===== config.mk =====
export PLATFORM = sky130hd
export DESIGN_NAME = link_rd_responder
export DESIGN_NICKNAME = d
export VERILOG_FILES = /design/src/rtl/link_pkg.sv /design/src/rtl/link_rsp_rtn_pipe.sv /design/src/rtl/link_rd_responder.sv
export SDC_FILE = /design/constraint.sdc
export NUM_CORES = 1
export LEC_CHECK = 0
export BUFFER_PORTS_ARGS = -buffer_cell sky130_fd_sc_hd__buf_2
export CORE_MARGIN = 4
export CORE_UTILIZATION = 45
export DETAILED_ROUTE_END_ITERATION = 10
export GPL_TIMING_DRIVEN = 0
export MAX_ROUTING_LAYER = met4
export PLACE_DENSITY = 0.79
export SYNTH_ARGS = -nofsm -noshare
export SYNTH_HDL_FRONTEND = slang
export SYNTH_HIERARCHICAL = 1
export SYNTH_SLANG_ARGS = --single-unit

===== constraint.sdc =====
create_clock -name clk -period 2 [get_ports clk]
set_input_delay 0.2 -clock clk [delete_from_list [all_inputs] [get_ports clk]]
set_output_delay 0.2 -clock clk [all_outputs]
set_load 0.05 [all_outputs]

===== src/rtl/link_pkg.sv =====
// Shared types and constants for the link read responder.
package link_pkg;

  typedef enum logic [1:0] {IDLE, RD, DRAIN} link_rsp_st_e;

  localparam logic [7:0] POISON_BYTE = 8'hDE;

  // Number of byte-offset bits below the word address for a given beat width.
  function automatic int byte_off_w(input int data_w);
    return (data_w > 8) ? $clog2(data_w / 8) : 0;
  endfunction

endpackage


===== src/rtl/link_rsp_rtn_pipe.sv =====
// Registered return stage: aligns the beat tag with memory data and drives the beat outputs.
// LINK_RSP_RANGE_CHK_EN adds the per-beat error flag and poison data substitution.
module link_rsp_rtn_pipe
  import link_pkg::*;
#(
  parameter int DATA_W = 32
) (
  input  logic              clk,
  input  logic              rst,
  input  logic              rd,
  input  logic [2:0]        cnt,
`ifdef LINK_RSP_RANGE_CHK_EN
  input  logic              bad,
`endif
  input  logic [DATA_W-1:0] mem_rdata,
  output logic              dvld,
  output logic [2:0]        dcnt,
  output logic [DATA_W-1:0] rdata
`ifdef LINK_RSP_RANGE_CHK_EN
  ,
  output logic              err
`endif
);

`ifdef LINK_RSP_RANGE_CHK_EN
  localparam logic [DATA_W-1:0] POISON = {(DATA_W / 8){POISON_BYTE}};
  logic bad_d1_d, bad_d1_q, err_d, err_q;
`endif

  logic              rd_d1_d, rd_d1_q;
  logic [2:0]        cnt_d1_d, cnt_d1_q;
  logic              dvld_d, dvld_q;
  logic [2:0]        dcnt_d, dcnt_q;
  logic [DATA_W-1:0] rdata_d, rdata_q;

  always_comb begin
    rd_d1_d  = rd;
    cnt_d1_d = rd ? cnt : 3'd0;
    // Memory data is valid the cycle after the read, alongside rd_d1.
    dvld_d   = rd_d1_q;
    dcnt_d   = rd_d1_q ? cnt_d1_q : 3'd0;
    rdata_d  = rd_d1_q ? mem_rdata : '0;
`ifdef LINK_RSP_RANGE_CHK_EN
    bad_d1_d = rd & bad;
    err_d    = rd_d1_q & bad_d1_q;
    if (rd_d1_q && bad_d1_q) rdata_d = POISON;
`endif
  end

  always_ff @(posedge clk or posedge rst) begin
    if (rst) begin
      rd_d1_q  <= 1'b0;
      cnt_d1_q <= 3'd0;
      dvld_q   <= 1'b0;
      dcnt_q   <= 3'd0;
      rdata_q  <= '0;
`ifdef LINK_RSP_RANGE_CHK_EN
      bad_d1_q <= 1'b0;
      err_q    <= 1'b0;
`endif
    end else begin
      rd_d1_q  <= rd_d1_d;
      cnt_d1_q <= cnt_d1_d;
      dvld_q   <= dvld_d;
      dcnt_q   <= dcnt_d;
      rdata_q  <= rdata_d;
`ifdef LINK_RSP_RANGE_CHK_EN
      bad_d1_q <= bad_d1_d;
      err_q    <= err_d;
`endif
    end
  end

  assign dvld  = dvld_q;
  assign dcnt  = dcnt_q;
  assign rdata = rdata_q;
`ifdef LINK_RSP_RANGE_CHK_EN
  assign err   = err_q;
`endif

endmodule


===== src/rtl/link_rd_responder.sv =====
// Link req/ack read responder: one request at a time, BURST_LEN-beat burst from a 1-cycle memory.
// Optional address window check under LINK_RSP_RANGE_CHK_EN (poisoned beats, rsp_err).
module link_rd_responder
  import link_pkg::*;
#(
  parameter int                ADDR_W    = 32,
  parameter int                DATA_W    = 32,
  parameter int                BURST_LEN = 8,
  parameter int                MEM_AW    = 10,
  parameter logic [ADDR_W-1:0] BASE_ADDR = '0,
  parameter logic [ADDR_W-1:0] WIN_BYTES = ADDR_W'(32'h1000)
) (
  input  logic              clk,
  input  logic              rst,
  input  logic              req,
  input  logic [ADDR_W-1:0] addr,
  output logic              ack,
  output logic              dvld,
  output logic [DATA_W-1:0] rdata,
  output logic [2:0]        dcnt,
  output logic              mem_rd,
  output logic [MEM_AW-1:0] mem_addr,
  input  logic [DATA_W-1:0] mem_rdata
`ifdef LINK_RSP_RANGE_CHK_EN
  ,
  output logic              rsp_err
`endif
);

  localparam int OFF_W = byte_off_w(DATA_W);

  link_rsp_st_e      state_d, state_q;
  logic              ack_d, ack_q;
  logic              rd_d, rd_q;
  logic              mem_rd_d, mem_rd_q;
  logic [2:0]        beat_d, beat_q;
  logic [MEM_AW-1:0] mem_addr_d, mem_addr_q;
  logic              drain_d, drain_q;
  logic              bad_d, bad_q;
  logic              range_bad;

`ifdef LINK_RSP_RANGE_CHK_EN
  localparam logic [ADDR_W:0] LIMIT = {1'b0, BASE_ADDR} + {1'b0, WIN_BYTES};
  localparam logic [ADDR_W:0] SPAN  = (ADDR_W + 1)'(BURST_LEN * (DATA_W / 8));
  logic [ADDR_W:0] end_a;

  // One extra bit keeps the burst end from wrapping past the top of the address space.
  always_comb begin
    end_a     = {1'b0, addr} + SPAN;
    range_bad = ({1'b0, addr} < {1'b0, BASE_ADDR}) || (end_a > LIMIT);
  end
`else
  logic unused_addr;
  assign unused_addr = ^addr;
  assign range_bad   = 1'b0;
`endif

  always_comb begin
    state_d    = state_q;
    ack_d      = 1'b0;
    rd_d       = rd_q;
    beat_d     = beat_q;
    mem_addr_d = mem_addr_q;
    drain_d    = drain_q;
    bad_d      = bad_q;
    case (state_q)
      IDLE: begin
        if (req) begin
          state_d    = RD;
          ack_d      = 1'b1;
          rd_d       = 1'b1;
          beat_d     = 3'd0;
          mem_addr_d = addr[MEM_AW+OFF_W-1:OFF_W];
          bad_d      = range_bad;
        end
      end
      RD: begin
        if (beat_q == 3'(BURST_LEN - 1)) begin
          state_d    = DRAIN;
          rd_d       = 1'b0;
          beat_d     = 3'd0;
          mem_addr_d = '0;
          drain_d    = 1'b0;
        end else begin
          beat_d     = beat_q + 3'd1;
          mem_addr_d = mem_addr_q + 1'b1;
        end
      end
      DRAIN: begin
        if (drain_q) begin
          state_d = IDLE;
          drain_d = 1'b0;
          bad_d   = 1'b0;
        end else begin
          drain_d = 1'b1;
        end
      end
      default: state_d = IDLE;
    endcase
    // A rejected burst still walks the beats but never touches memory.
    mem_rd_d = rd_d & ~bad_d;
  end

  always_ff @(posedge clk or posedge rst) begin
    if (rst) begin
      state_q    <= IDLE;
      ack_q      <= 1'b0;
      rd_q       <= 1'b0;
      mem_rd_q   <= 1'b0;
      beat_q     <= 3'd0;
      mem_addr_q <= '0;
      drain_q    <= 1'b0;
      bad_q      <= 1'b0;
    end else begin
      state_q    <= state_d;
      ack_q      <= ack_d;
      rd_q       <= rd_d;
      mem_rd_q   <= mem_rd_d;
      beat_q     <= beat_d;
      mem_addr_q <= mem_addr_d;
      drain_q    <= drain_d;
      bad_q      <= bad_d;
    end
  end

  assign ack      = ack_q;
  assign mem_rd   = mem_rd_q;
  assign mem_addr = mem_addr_q;

  link_rsp_rtn_pipe #(
    .DATA_W(DATA_W)
  ) u_rtn (
    .clk      (clk),
    .rst      (rst),
    .rd       (rd_q),
    .cnt      (beat_q),
`ifdef LINK_RSP_RANGE_CHK_EN
    .bad      (bad_q),
`endif
    .mem_rdata(mem_rdata),
    .dvld     (dvld),
    .dcnt     (dcnt),
    .rdata    (rdata)
`ifdef LINK_RSP_RANGE_CHK_EN
    ,
    .err      (rsp_err)
`endif
  );

endmodule

==> results of run 1 <==
[through the flow]
stage | hold slack [ns] | std cells | worst slack (ns) | instance area [sq um] | total power, W
floorplan | 0.164 | 192 | 0.185 | 2340 | 0.00398
global placement | 0.379 | 351 | 0.0445 | 2890 | 0.00458
detailed placement | 0.387 | 351 | 0.0125 | 2890 | 0.00465
CTS | 0.0335 | 367 | 0.00939 | 3090 | 0.00575
global route | 0.0796 | 367 | 0.0465 | 3100 | 0.00605
finish | 0.0210 | 367 | 0.113 | 3100 | 0.00570
[what timing repair did]
action / in CTS / in global routing
gates resized for setup: 0 / 2
hold buffers: 0 / 0
buffers inserted: 0 / 0
endpoints found under the setup margin: 0 / 5
[synthesized netlist by cell type, types with 2 or more instances]
master	instances	area [sq um]
and2_1	3	18.8
a21oi_1	10	50.1
ha_1	3	37.5
nor2b_1	2	12.5
a22o_1	2	17.5
nand4_1	2	12.5
clkbuf_1	3	11.3
inv_1	9	33.8
clkbuf_2	3	15.0
and3_1	2	12.5
nand3_1	3	15.0
nand2_1	8	30.0
dfrtp_1	60	1500
a2bb2oi_1	2	17.5
o22ai_1	3	18.8
buf_6	2	22.5
a32oi_1	2	17.5
nor2_1	7	26.3
o21ai_0	13	65.1
and2_2	35	263
[worst register-to-register path, delay by kind of cell (launching register included)]
| family | cells | cell delay, ns |
|---|---|---|
| AOI/OAI and AO/OA | 2 | 0.46 |
| adders and majority gates | 2 | 0.42 |
| DFF | 1 | 0.41 |
| buffers and inverters | 1 | 0.15 |
| and+or+nand+nor | 1 | 0.38 |
[where the power goes]
part	switching (W)	internal, W	leakage (nW)
sequential	0.000259	0.00165	0.720
combinational	0.00192	0.000792	0.714
clock	0.000442	0.000639	0.102
total	0.00262	0.00308	1.54
[path summary, 6_finish.rpt]
| check | start | endpoint | slack (ns) | cells after the start |
|---|---|---|---|---|
| worst max-delay path | beat_q[0]$_DFFE_PP0P_ | mem_addr[9]$_DFFE_PP0P_ | 0.11 | 6 |
| max in group asynchronous | rst | u_rtn/rdata[3]$_DFF_PP0_ | 1.47 | 2 |
| worst max register to register | beat_q[0]$_DFFE_PP0P_ | mem_addr[9]$_DFFE_PP0P_ | 0.11 | 6 |
| worst min register to register | rd_q$_DFF_PP0_ | u_rtn/dvld_d$_DFF_PP0_ | 0.43 | 0 |
| worst min-delay path | rst | beat_q[0]$_DFFE_PP0P_ | 0.02 | 2 |
| min in group clk | mem_rdata[24] | u_rtn/rdata[24]$_DFF_PP0_ | 0.10 | 2 |
[flip-flops by register name, summed over array words and instances (netlist names)]
register,cells
u_rtn/rdata,32
mem_addr,10
beat_q,3
u_rtn/cnt_d1_q,3
u_rtn/dcnt,3
state_q,2
ack,1
bad_q,1
drain_q,1
mem_rd,1
rd_q,1
u_rtn/dvld,1
u_rtn/dvld_d,1
[routing by layer]
layer	track usage	vias up	part of all wire
li1	-	857	-
met1	0.193	821	0.41
met2	0.279	87	0.47
met3	0.0605	7	0.11
met4	0.0608	0	0.011
met5	-	-	0
[layout make-up]
type                       instances  share of cell area
sequential                        60               0.485
buffer                             8              0.0158
clock inverter                     4              0.0154
inverter                          10              0.0121
timing repair buffer              92               0.149
tap                               67              0.0271
clock buffer                      12              0.0501
multi-input combinational        114               0.246
[logic make-up after synthesis]
group,share of synthesized area
and+or+nand+nor,0.194
DFF,0.641
AOI/OAI and AO/OA,0.107
buffers and inverters,0.0369
adders and majority gates,0.0160
muxes,0.00428
==> key figures, run 1 <==
Status
  – Status: finished clean

Clock tree
  – CTS Buffer Depth: 2
  – CTS tree: done
  – Clk root buf: clkbuf_8
  – H-tree depth: 3
  – Clk slew on worst S/H paths: 0.06 ns
  – Worst skew pair latency: 0.32 ns
  – CTS sink count: 60
  – TritonCTS Buffers: 9

Critical path
  – Crit path buf inv count: 1
  – CP Cell Sequence: ha_1, ha_2, or3b_4, buf_6, o32a_1, o22ai_1
  – CP endpoint kind: flop
  – Crit-path slowest cell: dfrtp_1
  – Startpoint Class: flop
  – CP top delay family: compound AO/OA/AOI/OAI gates
  – CP Max Fanout: 10
  – Kind of critical path: flop to flop
  – Crit path DAT: 2.13 ns
  – CP Data Required Time: 2.25 ns
  – CP max stage delay: 0.41 ns

Power
  – VDD IR max: 0.000998 V
  – Lkg Pwr: 1.54 nW
  – Power per cell area: 1840 mW/mm^2

STA
  – Slew Limit Fails: 0
  – RSZ-0062 raised after global routing: no
  – Final hold violations: 0
  – Setup Viol. Count Final: 0
  – Tcrit/Tclk final: 0.943
  – Setup TNS: 0 ns
  – Layout Skew: 0.00454 ns
  – Worst-margin pin slew: 0.789 ns
  – FMAX: 0.530 GHz
  – Period minus WS final: 1.89 ns
  – Worst rel slew slack: 0.473

Global route
  – Largest net degree at the start of global routing: 41
  – Global Route Usage Sum: 0.170
  – Number of global-route vias before repair: 1832
  – Remaining Overflow, GRT: 0
  – Initial antenna violation count: 0
  – First-pass GRT wire length: 8.18 mm

Route
  – Vias: 1772
  – Initial DRC Count: 53
  – Initial DRT Pass Iterations: 4
  – DRT antenna net count: 0
  – WL final: 4.98 mm
  – DRC: 0
  – Avg WL per Cell: 13.6 um
  – Vias per cell: 4.83

Cells and area
  – Commonest cells after routing, fill and taps aside: buf_2, dfrtp_1, and2_2, o21ai_0, clkbuf_8
  – Filler cells: 399
  – Post-layout util: 0.635
  – Register area: 0.00150 sq mm
  – Footprint of the multi-input gates: 762 sq um
  – Area delta synth->final: 32.3%
  – Share of post-route cells with drive strength above 1: 0.510
  – N_diodes: 0
  – Commonest non-fill, non-tap cell in the layout: buf_2
  – Final net count: 365

Floorplanning
  – Core area: 0.00488 sq mm
  – Die width: 80.1 um
  – Site Rows: 25
  – Die ar.: 0.00642 sq mm
  – Die Y: 80.1 um
  – I/O pin cnt: 115
  – Initial core utilization: 0.480

Min path
  – Worst Hold Class: primary input to asynchronous set/reset pin

Yosys
  – Post-synth EDFFs: 0
  – Synth warnings: 6
  – Yosys cell types: 38
  – Synth Instances: 192
  – Register bit total from synthesis: 60
  – Primary FF master, synth: dfrtp_1
  – Net Count, Synth: 262
  – Mean Syn Cell Area: 12.2 sq um
  – Seq/Total Area, Yosys: 0.641
  – Synth Cell Area: 0.00234 sq mm
  – Asr flop ratio synth: 1.00

Flow run
  – Max-cap violation count: 0

Placed design
  – IO Port Bufs: 92
  – GP Congestion: 0.808
  – Final HPWL DP: 3.64 mm
(Power assumes the default switching activity.)
==> inputs of run 2 (changes only) <==
ABC_AREA = 1   (was unset)
CORE_UTILIZATION = 41   (was 45)
PLACE_DENSITY = 0.75   (was 0.79)
clock period = 1.5 ns   (was 2 ns; I/O delays follow)
==> key figures, run 2 <==
Placed design
  – IO Port Bufs: 92 (unchanged)
  – Final HPWL DP: 3.86 mm (was 3.64 mm)
  – GP Congestion: 0.895 (was 0.808)

STA
  – Tcrit/Tclk final: 0.926 (was 0.943)
  – Worst rel slew slack: 0.474 (was 0.473)
  – Period minus WS final: 1.39 ns (was 1.89 ns)
  – Worst-margin pin slew: 0.788 ns (was 0.789 ns)
  – Slew Limit Fails: 0 (unchanged)
  – Final hold violations: 0 (unchanged)
  – Layout Skew: 0.00630 ns (was 0.00454 ns)
  – RSZ-0062 raised after global routing: yes (was no)
  – FMAX: 0.720 GHz (was 0.530 GHz)
  – Setup Viol. Count Final: 0 (unchanged)

Global route
  – Initial antenna violation count: 0 (unchanged)
  – First-pass GRT wire length: 8.97 mm (was 8.18 mm)
  – Largest net degree at the start of global routing: 41 (unchanged)
  – Remaining Overflow, GRT: 0 (unchanged)
  – Global Route Usage Sum: 0.157 (was 0.170)
  – Number of global-route vias before repair: 1970 (was 1832)

Yosys
  – Post-synth EDFFs: 0 (unchanged)
  – Register bit total from synthesis: 60 (unchanged)
  – Asr flop ratio synth: 1.00 (unchanged)
  – Most numerous cell in the Yosys netlist: nand2_1 (was dfrtp_1)
  – Yosys cell types: 26 (was 38)
  – Synth Instances: 254 (was 192)
  – Top cells by area, synth: dfrtp_1, nand2_1, inv_1 (was dfrtp_1, and2_2, o21ai_0)
  – Synth top area share: 0.622 (was 0.641)
  – Primary FF master, synth: dfrtp_1 (unchanged)
  – Yosys top cell by area: dfrtp_1 (unchanged)
  – Post-synth top cells: nand2_1, dfrtp_1, inv_1 (was dfrtp_1, and2_2, o21ai_0)
  – Seq/Total Area, Yosys: 0.622 (was 0.641)
  – Net Count, Synth: 324 (was 262)
  – Synth Cell Area: 0.00241 sq mm (was 0.00234 sq mm)
  – Synth warnings: 6 (unchanged)
  – Mean Syn Cell Area: 9.50 sq um (was 12.2 sq um)

Clock tree
  – Clk root buf: clkbuf_8 (unchanged)
  – CTS tree: done (unchanged)
  – CTS Buffer Depth: 2 (unchanged)
  – TritonCTS Buffers: 9 (unchanged)
  – CTS sink count: 60 (unchanged)
  – Worst skew pair latency: 0.31 ns (was 0.32 ns)
  – H-tree depth: 3 (unchanged)
  – Clk slew on worst S/H paths: 0.07 ns (was 0.06 ns)

Cells and area
  – Area delta synth->final: 32.2% (was 32.3%)
  – N_diodes: 0 (unchanged)
  – Filler cells: 515 (was 399)
  – Register area: 0.00150 sq mm (about the same)
  – Commonest non-fill, non-tap cell in the layout: buf_2 (unchanged)
  – Post-layout util: 0.569 (was 0.635)
  – Footprint of the multi-input gates: 649 sq um (was 762 sq um)
  – Final net count: 429 (was 365)
  – Share of post-route cells with drive strength above 1: 0.372 (was 0.510)
  – Commonest cells after routing, fill and taps aside: buf_2, nand2_1, dfrtp_1, inv_1 (was buf_2, dfrtp_1, and2_2, o21ai_0, clkbuf_8)
  – Max FFs per register: 32 (unchanged)

Critical path
  – Kind of critical path: flop to flop (unchanged)
  – CP Max Fanout: 8 (was 10)
  – Crit path DAT: 1.62 ns (was 2.13 ns)
  – CP endpoint kind: flop (unchanged)
  – Startpoint Class: flop (unchanged)
  – CP Data Required Time: 1.74 ns (was 2.25 ns)

Route
  – Initial DRC Count: 84 (was 53)
  – Initial DRT Pass Iterations: 4 (unchanged)
  – DRC: 0 (unchanged)
  – WL final: 5.12 mm (was 4.98 mm)
  – DRT antenna net count: 0 (unchanged)
  – Vias: 1950 (was 1772)
  – Vias per cell: 4.48 (was 4.83)
  – Avg WL per Cell: 11.8 um (was 13.6 um)

Floorplanning
  – Initial core utilization: 0.430 (was 0.480)
  – Die width: 84.7 um (was 80.1 um)
  – Die Y: 84.7 um (was 80.1 um)
  – Core area: 0.00561 sq mm (was 0.00488 sq mm)
  – I/O pin cnt: 115 (unchanged)
  – Die ar.: 0.00717 sq mm (was 0.00642 sq mm)
  – Site Rows: 27 (was 25)

Power
  – Final Power: 0.00735 W (was 0.00570 W)
  – Power per cell area: 2300 mW/mm^2 (was 1840 mW/mm^2)
  – VDD IR max: 0.00149 V (was 0.000998 V)
  – Lkg Pwr: 1.92 nW (was 1.54 nW)

Status
  – Status: finished clean (unchanged)

Min path
  – Worst Hold Class: primary input to flop (was primary input to asynchronous set/reset pin)

Flow run
  – Max-cap violation count: 0 (unchanged)
-- run 2: power by group --
| part | switching (W) | internal, W |
|---|---|---|
| clock network | 0.000587 | 0.000674 |
| registers | 0.000300 | 0.00215 |
| logic | 0.00262 | 0.00102 |
| total | 0.00350 | 0.00385 |
-- run 2: per-stage QoR --
stage / hold slack [ns] / area, sq um / std cells / setup TNS (ns) / setup slack, ns
after detailed placement: 0.341 / 2970 / 418 / -0.0144 / -0.0144
final: 0.0184 / 3190 / 435 / 0 / 0.111
after global placement: 0.337 / 2970 / 418 / -1.00 / -0.0271
after CTS: 0.00290 / 3150 / 434 / 0 / 0.0471
after global routing: 0.00270 / 3190 / 435 / -0.0310 / -0.0146
after floorplan: 0.114 / 2410 / 254 / 0 / 0.0833
-- run 2: final timing paths --
path | slack, ns | to | cells after the start | from
worst min register to register | 0.37 | u_rtn/dvld$_DFF_PP0_ | 0 | u_rtn/dvld_d$_DFF_PP0_
max in group asynchronous | 0.45 | mem_addr[1]$_DFFE_PP0P_ | 3 | rst
worst max register to register | 0.11 | mem_addr[8]$_DFFE_PP0P_ | 7 | beat_q[0]$_DFFE_PP0P_
worst min-delay path | 0.02 | u_rtn/rdata[3]$_DFF_PP0_ | 3 | mem_rdata[3]
worst max-delay path | 0.11 | mem_addr[8]$_DFFE_PP0P_ | 7 | beat_q[0]$_DFFE_PP0P_
min in group asynchronous | 0.53 | mem_addr[3]$_DFFE_PP0P_ | 3 | rst
-- run 2: timing repair --
item                                    in CTS  in global routing
buffers inserted                             0                  1
hold buffers                                 1                  0
resized for setup                            1                  8
endpoints found under the setup margin       2                 10
hold endpoints to repair                     5                  0
-- run 2: layout make-up --
cell class | count | share of cell area
clock buffer | 11 | 0.0475
tap | 72 | 0.0282
buffer | 6 | 0.0200
inverter | 60 | 0.0714
sequential | 60 | 0.472
clock inverter | 4 | 0.00785
timing repair buffer | 94 | 0.150
multi-input combinational | 128 | 0.204
-- run 2: cells by family after synthesis --
family | synth area share
AO/OA/AOI/OAI | 0.0659
XOR/XNOR | 0.00363
flip-flops | 0.622
buffers and inverters | 0.120
AND/OR/NAND/NOR | 0.173
adder cells (fa/ha/maj) | 0.0156
-- run 2: metal layers --
layer / GRT usage / vias to the layer above / share of wire
met5: - / - / 0
met4: 0.0504 / 0 / 0.0031
met3: 0.0412 / 4 / 0.095
met2: 0.238 / 88 / 0.46
met1: 0.207 / 897 / 0.45
li1: - / 961 / -
-- run 2: critical path, cell delays in order, from the launching register on --
cell	delay [ns]
dfrtp_1	0.41
ha_1	0.21
ha_1	0.19
inv_2	0.08
nand2_4	0.10
inv_4	0.11
nand3_1	0.08
a21oi_1	0.14
==> inputs of run 3 (changes only) <==
==> constraint.sdc (replaced) <==
create_clock -name clk -period 1.5 [get_ports clk]
set_input_delay 0.15 -clock clk [delete_from_list [all_inputs] [get_ports clk]]
set_output_delay 0.15 -clock clk [all_outputs]
set_load 0.01 [all_outputs]
==> key figures, run 3 (synthesis results as in run 2) <==
Status
  – Status: finished clean (unchanged)

Route
  – WL final: 5.30 mm (was 5.12 mm)
  – Vias: 1962 (was 1950)
  – Initial DRC Count: 85 (was 84)
  – Initial DRT Pass Iterations: 4 (unchanged)
  – DRC: 0 (unchanged)
  – Vias per cell: 4.45 (was 4.48)
  – DRT antenna net count: 0 (unchanged)
  – Avg WL per Cell: 12.0 um (was 11.8 um)

STA
  – FMAX: 0.733 GHz (was 0.720 GHz)
  – Period minus WS final: 1.36 ns (was 1.39 ns)
  – Final hold violations: 0 (unchanged)
  – Layout Skew: 0.00637 ns (was 0.00630 ns)
  – Setup Viol. Count Final: 0 (unchanged)
  – Worst rel slew slack: 0.470 (was 0.474)
  – Tcrit/Tclk final: 0.909 (was 0.926)
  – RSZ-0062 raised after global routing: no (was yes)
  – Worst-margin pin slew: 0.794 ns (was 0.788 ns)
  – Slew Limit Fails: 0 (unchanged)

Min path
  – Worst Hold Class: primary input to flop (unchanged)
  – Min-Delay Endpoint: u_rtn/rdata[16]$_DFF_PP0_ (was u_rtn/rdata[3]$_DFF_PP0_)
  – Hold-critical path depth: 3 (unchanged)
  – Hold Crit Start: mem_rdata[16] (was mem_rdata[3])

Clock tree
  – Clk slew on worst S/H paths: 0.07 ns (about the same)
  – Clk root buf: clkbuf_8 (unchanged)
  – H-tree depth: 3 (unchanged)
  – CTS Buffer Depth: 2 (unchanged)
  – CTS tree: done (unchanged)
  – CTS sink count: 60 (unchanged)
  – Worst skew pair latency: 0.33 ns (was 0.31 ns)
  – TritonCTS Buffers: 9 (unchanged)

Power
  – VDD IR max: 0.00119 V (was 0.00149 V)
  – Power per cell area: 1970 mW/mm^2 (was 2300 mW/mm^2)
  – Final Power: 0.00642 W (was 0.00735 W)
  – Lkg Pwr: 1.96 nW (was 1.92 nW)

Critical path
  – CP max stage delay: 0.40 ns (was 0.41 ns)
  – R2R Path Start: beat_q[0]$_DFFE_PP0P_ (unchanged)
  – CP Max Fanout: 8 (unchanged)
  – Crit-path slowest cell: dfrtp_1 (unchanged)
  – CP Data Required Time: 1.75 ns (was 1.74 ns)
  – Crit path buf inv count: 1 (was 2)
  – RR Endpoint: mem_addr[7]$_DFFE_PP0P_ (was mem_addr[8]$_DFFE_PP0P_)
  – CP Cell Sequence: ha_1, ha_1, inv_2, nand2_4, a21oi_1, nand2_1, a21boi_1 (was ha_1, ha_1, inv_2, nand2_4, inv_4, nand3_1, a21oi_1)
  – CP top delay family: flip-flops (unchanged)
  – Flop2flop setup slack: 0.14 ns (was 0.11 ns)
  – Startpoint Class: flop (unchanged)
  – Worst R2R Path Depth: 7 (unchanged)
  – Crit-path most repeated cell: ha_1 (unchanged)
  – Kind of critical path: flop to flop (unchanged)
  – CP endpoint kind: flop (unchanged)
  – Crit path DAT: 1.62 ns (about the same)

Placed design
  – GP Congestion: 0.860 (was 0.895)
  – IO Port Bufs: 92 (unchanged)
  – Final HPWL DP: 3.87 mm (was 3.86 mm)

Cells and area
  – Max FFs per register: 32 (unchanged)
  – N_diodes: 0 (unchanged)
  – Commonest non-fill, non-tap cell in the layout: buf_2 (unchanged)
  – Post-layout util: 0.581 (was 0.569)
  – Final net count: 434 (was 429)
  – Share of post-route cells with drive strength above 1: 0.350 (was 0.372)
  – Area delta synth->final: 35.0% (was 32.2%)
  – Commonest cells after routing, fill and taps aside: buf_2, nand2_1, dfrtp_1, inv_1, a21oi_1 (was buf_2, nand2_1, dfrtp_1, inv_1)
  – Filler cells: 490 (was 515)

Floorplanning
  – Die Y: 84.7 um (unchanged)
  – Die width: 84.7 um (unchanged)
  – I/O pin cnt: 115 (unchanged)
  – Die ar.: 0.00717 sq mm (unchanged)
  – Site Rows: 27 (unchanged)
  – Core area: 0.00561 sq mm (unchanged)
  – Initial core utilization: 0.430 (unchanged)

Global route
  – Initial antenna violation count: 0 (unchanged)
  – Largest net degree at the start of global routing: 41 (unchanged)
  – Number of global-route vias before repair: 1966 (was 1970)
  – Global Route Usage Sum: 0.161 (was 0.157)
  – Remaining Overflow, GRT: 0 (unchanged)
  – First-pass GRT wire length: 8.95 mm (was 8.97 mm)

Flow run
  – Max-cap violation count: 0 (unchanged)
run 3: changes by cell type in the layout (fill, tap and decap cells not counted), sizes merged:
cell,previous run,this run
bufinv,0,2
clkbuf,11,12
clkinv,2,1
clkinvlp,2,1
dlygate4sd3,1,6
run 3: stage by stage:
step	TNS (ns)	hold slack (ns)	std cells	instance area [sq um]	setup slack, ns
final	0	0.0103	441	3260	0.137
after global routing	0	0.000126	441	3260	0.0327
after CTS	0	0.000146	436	3200	0.0462
after detailed placement	-0.0232	0.335	418	2960	-0.0232
after global placement	-0.122	0.334	418	2960	-0.00406
after floorplan	0	0.114	254	2410	0.230
run 3: worst max path at each step:
stage / startpoint / end / cells after the start
3_5_place_dp: beat_q[0]$_DFFE_PP0P_ / mem_addr[1]$_DFFE_PP0P_ / 7
3_3_place_gp: rst / u_rtn/rdata[24]$_DFF_PP0_ / 2
6_report: beat_q[0]$_DFFE_PP0P_ / mem_addr[7]$_DFFE_PP0P_ / 7
5_1_grt: beat_q[0]$_DFFE_PP0P_ / mem_addr[3]$_DFFE_PP0P_ / 7
4_1_cts: beat_q[0]$_DFFE_PP0P_ / mem_addr[8]$_DFFE_PP0P_ / 7
2_1_floorplan: beat_q[0]$_DFFE_PP0P_ / mem_addr[5]$_DFFE_PP0P_ / 7
run 3: cell type report:
| cell class | instances | area [sq um] | area share |
|---|---|---|---|
| multi-input combinational | 128 | 627 | 0.192 |
| inverter | 60 | 228 | 0.0699 |
| buffer | 6 | 63.8 | 0.0196 |
| sequential | 60 | 1500 | 0.461 |
| clock inverter | 4 | 72.6 | 0.0223 |
| timing repair buffer | 99 | 528 | 0.162 |
| tap | 72 | 90.1 | 0.0277 |
| clock buffer | 12 | 145 | 0.0446 |
run 3: per-layer routing:
layer  track usage  vias up  part of all wire
li1              -      976                 -
met5             -        -                 0
met4        0.0374        0            0.0096
met1         0.198      900              0.46
met2         0.250       80              0.44
met3        0.0658        6             0.091
run 3: power by group:
group	switching (W)	total (W)	leakage [nW]	internal, W
clock	0.000615	0.00159	0.107	0.000980
sequential	0.000307	0.00246	0.729	0.00215
combinational	0.00137	0.00236	1.13	0.000992
total	0.00229	0.00642	1.96	0.00412
run 3: timing repair:
item	in CTS	in global routing
hold endpoints to repair	21	4
setup buffers	0	1
endpoints found under the setup margin	3	8
gates resized for setup	1	4
hold buffers	2	4
run 3: tightest hold or removal path, cell delays in order:
cell     delay (ns)
buf_2          0.08
nand2_1        0.04
inv_1          0.04
